[config.mk]
export PLATFORM = sky130hd
export DESIGN_NAME = pass_attempt_controller
export DESIGN_NICKNAME = d
export VERILOG_FILES = /design/src/rtl/smart_home_pkg.sv /design/src/rtl/PassCheckUnit.sv /design/src/rtl/lockout_timer.sv /design/src/rtl/pass_attempt_controller.sv
export SDC_FILE = /design/constraint.sdc
export NUM_CORES = 1
export LEC_CHECK = 0
export CAP_MARGIN = 15
export CELL_PAD_IN_SITES_DETAIL_PLACEMENT = 0
export CELL_PAD_IN_SITES_GLOBAL_PLACEMENT = 1
export CORE_UTILIZATION = 30
export CTS_BUF_LIST = sky130_fd_sc_hd__clkbuf_16
export DETAILED_ROUTE_END_ITERATION = 8
export PLACE_DENSITY = 0.7
export REMOVE_ABC_BUFFERS = 1
export SLEW_MARGIN = 20
export SYNTH_ARGS = -nofsm -noshare
export SYNTH_HDL_FRONTEND = slang
export SYNTH_SLANG_ARGS = --single-unit
[constraint.sdc]
create_clock -name clk -period 1.6 [get_ports clk]
set_clock_uncertainty 0.05 [all_clocks]
set_input_delay 0.24 -clock clk [delete_from_list [all_inputs] [get_ports clk]]
set_output_delay 0.24 -clock clk [all_outputs]
set_load 0.1 [all_outputs]
[src/rtl/smart_home_pkg.sv]
// Shared types and default timing constants for the SmartHomeSystem door path.
package smart_home_pkg;

    typedef enum logic [2:0] {
        IDLE   = 3'd0,
        CHECK  = 3'd1,
        GRANT  = 3'd2,
        DENY   = 3'd3,
        LOCKED = 3'd4
    } pac_state_t;

    localparam int DEF_MAX_TRIES     = 3;
    localparam int DEF_UNLOCK_CYCLES = 8;
    localparam int DEF_LOCK_CYCLES   = 16;

endpackage

[src/rtl/PassCheckUnit.sv]
// 2-bit password comparator: eq is high when the user password matches the key.
module PassCheckUnit (
    input  logic [1:0] pass,
    input  logic [1:0] key,
    output logic       eq
);

    assign eq = (pass == key);

endmodule

[src/rtl/lockout_timer.sv]
// Loadable down-counter shared by the unlock window and the lockout period.
module lockout_timer #(
    parameter int TW = 4
) (
    input  logic          clk,
    input  logic          rst_n,
    input  logic          load,
    input  logic [TW-1:0] load_val,
    input  logic          en,
    output logic          zero
);

    logic [TW-1:0] count;

    // Load wins over decrement; the count saturates at zero instead of wrapping.
    always_ff @(posedge clk) begin
        if (!rst_n) begin
            count <= '0;
        end else if (load) begin
            count <= load_val;
        end else if (en && (count != '0)) begin
            count <= count - 1'b1;
        end
    end

    assign zero = (count == '0);

endmodule

[src/rtl/pass_attempt_controller.sv]
// Door-path attempt sequencer: captures a password, compares it once, then
// drives a timed unlock window or counts failures up to a timed alarm lockout.
//
//  state  | meaning
//  IDLE   | waiting for submit; captures pass/key when it arrives
//  CHECK  | one cycle: compare result decides the next state
//  GRANT  | unlock high until timer expires or lock_req
//  DENY   | one-cycle deny pulse for a wrong attempt below the limit
//  LOCKED | alarm high until the lockout timer expires
module pass_attempt_controller
    import smart_home_pkg::*;
#(
    parameter int MAX_TRIES     = DEF_MAX_TRIES,
    parameter int UNLOCK_CYCLES = DEF_UNLOCK_CYCLES,
    parameter int LOCK_CYCLES   = DEF_LOCK_CYCLES
) (
    input  logic       clk,
    input  logic       rst_n,
    input  logic       submit,
    input  logic [1:0] pass,
    input  logic [1:0] key,
    input  logic       lock_req,
    output logic       unlock,
    output logic       deny,
    output logic       alarm,
    output logic       busy,
    output logic [2:0] fail_cnt
);

    localparam int MAX_CYC = (UNLOCK_CYCLES > LOCK_CYCLES) ? UNLOCK_CYCLES : LOCK_CYCLES;
    localparam int TW      = (MAX_CYC > 1) ? $clog2(MAX_CYC) : 1;

    pac_state_t    state, state_nxt;
    logic [1:0]    pass_q, key_q;
    logic [2:0]    fail_q, fail_nxt;
    logic [3:0]    fail_inc;
    logic          eq;
    logic          tmr_load, tmr_en, tmr_zero;
    logic [TW-1:0] tmr_load_val;

    PassCheckUnit u_cmp (
        .pass (pass_q),
        .key  (key_q),
        .eq   (eq)
    );

    lockout_timer #(.TW(TW)) u_timer (
        .clk      (clk),
        .rst_n    (rst_n),
        .load     (tmr_load),
        .load_val (tmr_load_val),
        .en       (tmr_en),
        .zero     (tmr_zero)
    );

    // Widened by one bit so the limit compare cannot overflow at MAX_TRIES=7.
    assign fail_inc = {1'b0, fail_q} + 4'd1;

    always_ff @(posedge clk) begin
        if (!rst_n) begin
            state  <= IDLE;
            pass_q <= '0;
            key_q  <= '0;
            fail_q <= '0;
        end else begin
            state  <= state_nxt;
            fail_q <= fail_nxt;
            if ((state == IDLE) && submit) begin
                pass_q <= pass;
                key_q  <= key;
            end
        end
    end

    always_comb begin
        state_nxt    = state;
        fail_nxt     = fail_q;
        tmr_load     = 1'b0;
        tmr_load_val = '0;
        tmr_en       = 1'b0;
        case (state)
            IDLE: begin
                if (submit) state_nxt = CHECK;
            end
            CHECK: begin
                if (eq) begin
                    state_nxt    = GRANT;
                    fail_nxt     = '0;
                    tmr_load     = 1'b1;
                    tmr_load_val = TW'(UNLOCK_CYCLES - 1);
                end else if (fail_inc < 4'(MAX_TRIES)) begin
                    state_nxt = DENY;
                    fail_nxt  = fail_inc[2:0];
                end else begin
                    state_nxt    = LOCKED;
                    fail_nxt     = '0;
                    tmr_load     = 1'b1;
                    tmr_load_val = TW'(LOCK_CYCLES - 1);
                end
            end
            GRANT: begin
                tmr_en = 1'b1;
                if (lock_req || tmr_zero) state_nxt = IDLE;
            end
            DENY: begin
                state_nxt = IDLE;
            end
            LOCKED: begin
                tmr_en = 1'b1;
                if (tmr_zero) state_nxt = IDLE;
            end
            default: begin
                state_nxt = IDLE;
            end
        endcase
    end

    assign unlock   = (state == GRANT);
    assign deny     = (state == DENY);
    assign alarm    = (state == LOCKED);
    assign busy     = (state != IDLE);
    assign fail_cnt = fail_q;

endmodule
==> impl_metrics.yaml, run 1 <==
finish:
  syn_to_final_growth_pct: 56.57
  regArea_um2: 286.5
  drive_above_1_share_pct: 39.22
  final_cell_mix: "9 x dfxtp_1, 8 x buf_4, 7 x nor2_1, 7 x clkdlybuf4s50_1, 7 x buf_12"
  final_area_um2: 1164
  final_cells: 130
  fillers: 211
  mostFrequentLayoutCell: "dfxtp_1"
  multi_input_comb_area_um2: 462.9
  antennaDiodeCount: 0
  final_nets: 113
timing:
  layout_setup_ws_ns: 0.04215
  hold-worst-slack_ns: 0.4513
  final-setup-viol-count: 0
  worst_pin_slew_ns: 0.4897
  rsz0062_at_grt: "true"
  final.min_clock_period_ns: 1.558
  fin_crit_sh_pct: 97.37
  slew_headroom_pct: 67.07
  clock.fmax_ghz: 0.6419
  slew_violations: 0
  final-hold-violation-count: 0
synth:
  yosysSeqAreaShare_pct: 37.71
  yosys_warnings: 0
  postSynthRegisterBits: 14
  syn_inst: 77
  synth.avg_cell_area_um2: 9.652
  ys_types: 32
  synth_area_um2: 743.2
run_status:
  outcome: "finished, final reports clean"
floorplan:
  die_w_um: 51.78
  ios: 15
  dieArea_um2: 2681
  fp.dieH_um: 51.78
  core_um2: 2276
  rows: 17
  initial_core_util_pct: 32.66
cts:
  clk_root_buffer_cell: "clkbuf_16"
  cts_made_buffers: 3
  cts_setup_buffers: 0
  cts_tree: "done"
  clockBufferDepth: 2
  cts.sinks: 14
  clock_latency_ns: 0.24
  cts.htree.levels: 1
  path_clk_slew_ns: 0.04
  cts_hold_buf: 0
worst_setup_path:
  cpPeakStageDelay_ns: 0.47
  critPathMaxFanout: 2
  required_ns: 1.65
  path_delay_family: "simple AND/OR/NAND/NOR gates"
  cpMaxStageDelayCell: "or4_1"
  startpoint: "u_timer.count[0]$_SDFFE_PN0P_"
  cp_cell_sequence: "buf_6 > or4_1 > nor2_1 > mux2i_1 > a221oi_2"
  worstSetupPathType: "reg -> reg"
  critPathBufInv: 1
  critPathArrivalTime_ns: 1.61
  startpoint_type: "register"
  critPathCaptureType: "register"
  r2r-start: "u_timer.count[0]$_SDFFE_PN0P_"
global_route:
  grt_pass1_vias: 540
  gr-total-overflow: 0
  grt_max_degree: 13
  globalRouteTotalUtil_pct: 12.00
  antenna_found_initial: 0
  grt_pass1_wl_um: 2283
detailed_routing:
  post_drt_wl_per_cell_um: 11.62
  drtAntennaViolNets: 0
  drt-initial-drc-count: 14
  vias: 627
  viasPerCell: 4.823
  firstDrtPassIters: 4
  drcViolationCount: 0
  wl_um: 1511
hold_path:
  hp-class: "reg -> reg"
  min_from: "state[2]$_SDFFE_PN0P_"
placement:
  placed_cells: 126
  hpwl_um: 1138
  pre_cts_slack_ns: -0.09680
  dpl_cell_area_um2: 1041
  routabilityCongestion: 0.6677
  portBuffers: 14
pwr:
  ir_worst_vdd_mv: 0.6526
  power_leakage_nw: 0.4500
  p_per_area_nw_per_um2: 1015
job:
  drv_cap: 0
-- metrics by stage --
stage	setup TNS (ns)	util, %	total power [mW]
after global routing	-0.02021	51.13	1.243
after floorplan	-2.482	-	0.5863
final	0	51.13	1.181
after global placement	0	45.74	0.6959
after detailed placement	-0.1448	45.74	0.7046
after CTS	0	49.92	1.176
-- registers in the layout (all words and copies together) (netlist names) --
register	cells
state	3
key_q	2
pass_q	2
fail_cnt	3
u_timer.count	4
-- metal layers --
layer | track usage, % | share of wire, % | up-vias | wire (µm)
li1 | - | - | 325 | -
met1 | 13.98 | 45 | 281 | 679
met2 | 19.48 | 50 | 19 | 757
met3 | 2.632 | 4.2 | 2 | 64
met4 | 8.108 | 0.66 | 0 | 10
met5 | 0 | 0 | - | 0
-- cell families (layout without fill, tap and decap cells) --
| logic type | Yosys count | in the layout | synth area share (%) |
|---|---|---|---|
| AO/OA/AOI/OAI | 14 | 14 | 15.32 |
| XOR/XNOR | 4 | 4 | 5.725 |
| adder cells (fa/ha/maj) | 2 | 2 | 3.366 |
| buffers and inverters | 7 | 32 | 4.545 |
| flip-flops | 14 | 14 | 37.71 |
| multiplexers | 7 | 7 | 9.596 |
| AND/OR/NAND/NOR | 29 | 29 | 23.74 |
-- timing repair --
item                                    in CTS  in global routing
endpoints found under the setup margin       8                  4
resized for setup                            5                 10
pin swaps                                    3                  3
-- area by class of cell --
class,instances,share of cell area (%)
clock buffer,3,6.452
timing repair buffer,23,24.19
inverter,5,1.613
multi-input combinational,56,39.78
sequential,14,24.62
tap,28,3.011
clock inverter,1,0.3226
-- synth_stat cells --
cell type	instances	area (µm²)
a21oi_1	4	20.02
a2111oi_4	1	27.53
o31ai_1	3	22.52
nand2_1	6	22.52
or3_2	1	7.510
buf_6	1	11.26
nor3_1	1	5.000
mux2_1	1	11.26
o21ai_0	1	5.000
nor2_1	7	26.28
nor2_4	1	11.26
xnor2_2	1	16.27
nor3b_1	3	22.52
and3b_2	1	10.01
a31oi_1	1	6.260
o22ai_1	2	12.51
dfxtp_1	14	280.3
ha_1	2	25.02
clkbuf_1	1	3.750
nor3b_2	1	12.51
inv_1	5	18.77
or3b_4	1	11.26
nor3_2	1	10.01
nor2b_1	1	6.260
nand3b_1	1	7.510
mux2i_1	6	60.06
xnor2_1	3	26.28
or4_1	1	7.510
and2_1	1	6.260
a221oi_2	1	15.01
o21ai_1	1	5.000
nand3_1	2	10.01
-- worst min-delay path: cells and delay by family (launching register included) --
family	cells	cell delay (ns)
and+or+nand+nor	1	0.07
DFF	1	0.33
AOI/OAI and AO/OA	1	0.05
-- power by group --
part	internal, mW	total (mW)	switching (mW)
sequential	0.377	0.402	0.0251
combinational	0.156	0.323	0.168
clock	0.329	0.456	0.127
-- worst paths after layout --
kind / slack (ns) / end / cells after the start
setup / recovery: 0.04 / u_timer.count[3]$_SDFFE_PN0P_ / 5
hold / removal: 0.45 / state[2]$_SDFFE_PN0P_ / 2
setup reg to reg: 0.04 / u_timer.count[3]$_SDFFE_PN0P_ / 5
hold reg to reg: 0.45 / state[2]$_SDFFE_PN0P_ / 2
(Power assumes the default switching activity.)
==> inputs of run 2 (changes only) <==
PLACE_DENSITY = 0.68   (was 0.7)
clock period = 2 ns   (was 1.6 ns; I/O delays follow)
==> run 2 against run 1 <==
  * Largest cell class unchanged
  * Critical path depth is 2 lower
  * Routed wire length fell by 16%
  * Register-to-register slack better by 0.26 ns
  * Highest routed layer unchanged
  * Sequential share of layout area is 3.0 points higher
  * Critical endpoint is now alarm
==> impl_metrics.yaml, run 2 (same netlist as run 1, synthesis figures left out) <==
pwr:
  power_uw: 895.0
  power_leakage_nw: 0.3817
  p_per_area_nw_per_um2: 882.0
  ir_worst_vdd_mv: 0.5797
cts:
  cts_tree: "done"
  path_clk_slew_ns: 0.05
  clk_root_buffer_cell: "clkbuf_16"
  clockBufferDepth: 2
  cts_setup_buffers: 0
  cts.htree.levels: 1
  clock_latency_ns: 0.24
  cts_hold_buf: 0
  cts.sinks: 14
  cts_resized: 0
  cts_made_buffers: 3
placement:
  placed_cells: 117
  dpl_cell_area_um2: 935.9
  hpwl_um: 1003
  portBuffers: 14
  routabilityCongestion: 0.6121
finish:
  final_nets: 104
  largest_reg_flops: 4
  final_cells: 121
  syn_to_final_growth_pct: 36.53
  drive_above_1_share_pct: 20.43
  final_area_um2: 1015
  fillers: 212
  largest-register: "u_timer.count"
  antennaDiodeCount: 0
  mostFrequentLayoutCell: "dfxtp_1"
  final_cell_mix: "14 x dfxtp_1, 7 x nor2_1, 7 x clkdlybuf4s50_1"
global_route:
  globalRouteTotalUtil_pct: 11.19
  grt_pass1_vias: 531
  grt_max_degree: 13
  gr-total-overflow: 0
  grt_pass1_wl_um: 2145
  antenna_found_initial: 0
timing:
  final-hold-violation-count: 0
  fin_crit_sh_pct: 87.97
  final-setup-viol-count: 0
  slew_violations: 0
  final.min_clock_period_ns: 1.759
  worst_pin_slew_ns: 0.5113
  slew_headroom_pct: 65.84
  rsz0062_at_grt: "false"
  clock.fmax_ghz: 0.5684
detailed_routing:
  vias: 574
  m1WireLength_um: 597
  drcViolationCount: 0
  met3_length_um: 50
  highest_layer: "met4"
  wl_um: 1272
  post_drt_wl_per_cell_um: 10.51
  drt-initial-drc-count: 6
  viasPerCell: 4.744
  firstDrtPassIters: 4
  wl_met2_um: 590
  drtAntennaViolNets: 0
run_status:
  outcome: "finished, final reports clean"
worst_setup_path:
  critPathMaxFanout: 7
  path_delay_family: "flip-flops"
  cpMaxStageDelayCell: "dfxtp_1"
  critPathBufInv: 2
  cp_cell_sequence: "or3b_4 > inv_1 > buf_12"
  startpoint_type: "register"
  r2r-start: "u_timer.count[0]$_SDFFE_PN0P_"
  startpoint: "state[2]$_SDFFE_PN0P_"
  cpPeakStageDelay_ns: 0.45
  worstSetupPathType: "reg -> out"
  required_ns: 1.65
  critPathArrivalTime_ns: 1.41
  critPathCaptureType: "output port"
floorplan:
  rows: 17
  dieArea_um2: 2681
  ios: 15
  fp.dieH_um: 51.78
  die_w_um: 51.78
  core_um2: 2276
  initial_core_util_pct: 32.66
hold_path:
  hp-class: "reg -> reg"
  min_from: "pass_q[1]$_SDFFE_PN0P_"
job:
  drv_cap: 0
## run 2: layer usage
metal | vias to the layer above | track usage, %
li1 | 305 | -
met1 | 251 | 12.88
met2 | 14 | 17.75
met3 | 4 | 2.924
met4 | 0 | 8.108
met5 | - | 0
## run 2: path summary, 6_finish.rpt
kind / endpoint / slack (ns) / depth (start not counted)
worst max-delay path: alarm / 0.24 / 3
worst min-delay path: pass_q[1]$_SDFFE_PN0P_ / 0.46 / 2
worst max register to register: u_timer.count[1]$_SDFFE_PN0P_ / 0.30 / 6
worst min register to register: pass_q[1]$_SDFFE_PN0P_ / 0.46 / 2
## run 2: worst reg2reg max path, delay by kind of cell (launching register included)
family,cells,cell delay [ns]
compound gates,1,0.13
fa+ha+maj,1,0.17
buf+inv,1,0.06
flops,1,0.32
mux,1,0.33
simple gates,2,0.57
## run 2: final cells by class
| type | instances | area (µm²) | area share [%] |
|---|---|---|---|
| Multi-Input combinational cell | 56 | 429.2 | 42.29 |
| Sequential cell | 14 | 280.3 | 27.62 |
| Timing Repair Buffer | 14 | 172.7 | 17.02 |
| Clock buffer | 3 | 75.07 | 7.398 |
| Tap cell | 28 | 35.03 | 3.453 |
| Inverter | 5 | 18.77 | 1.850 |
| Clock inverter | 1 | 3.754 | 0.3699 |
## run 2: where the power goes
| group | switching [mW] | internal (mW) | total (mW) |
|---|---|---|---|
| Sequential | 0.0198 | 0.300 | 0.320 |
| Combinational | 0.120 | 0.0835 | 0.203 |
| Clock | 0.109 | 0.264 | 0.372 |
| Total | 0.248 | 0.647 | 0.895 |
## run 2: per-stage QoR
| step | util [%] | worst slack, ns | hold WS, ns | setup TNS [ns] |
|---|---|---|---|---|
| 2_1_floorplan | - | -1.025 | 0.3907 | -1.025 |
| 3_3_place_gp | 41.12 | 0.2842 | 0.4457 | 0 |
| 3_5_place_dp | 41.12 | 0.2951 | 0.4603 | 0 |
| 4_1_cts | 44.58 | 0.2295 | 0.4713 | 0 |
| 5_1_grt | 44.58 | 0.1713 | 0.4951 | 0 |
| 6_report | 44.58 | 0.2406 | 0.4611 | 0 |
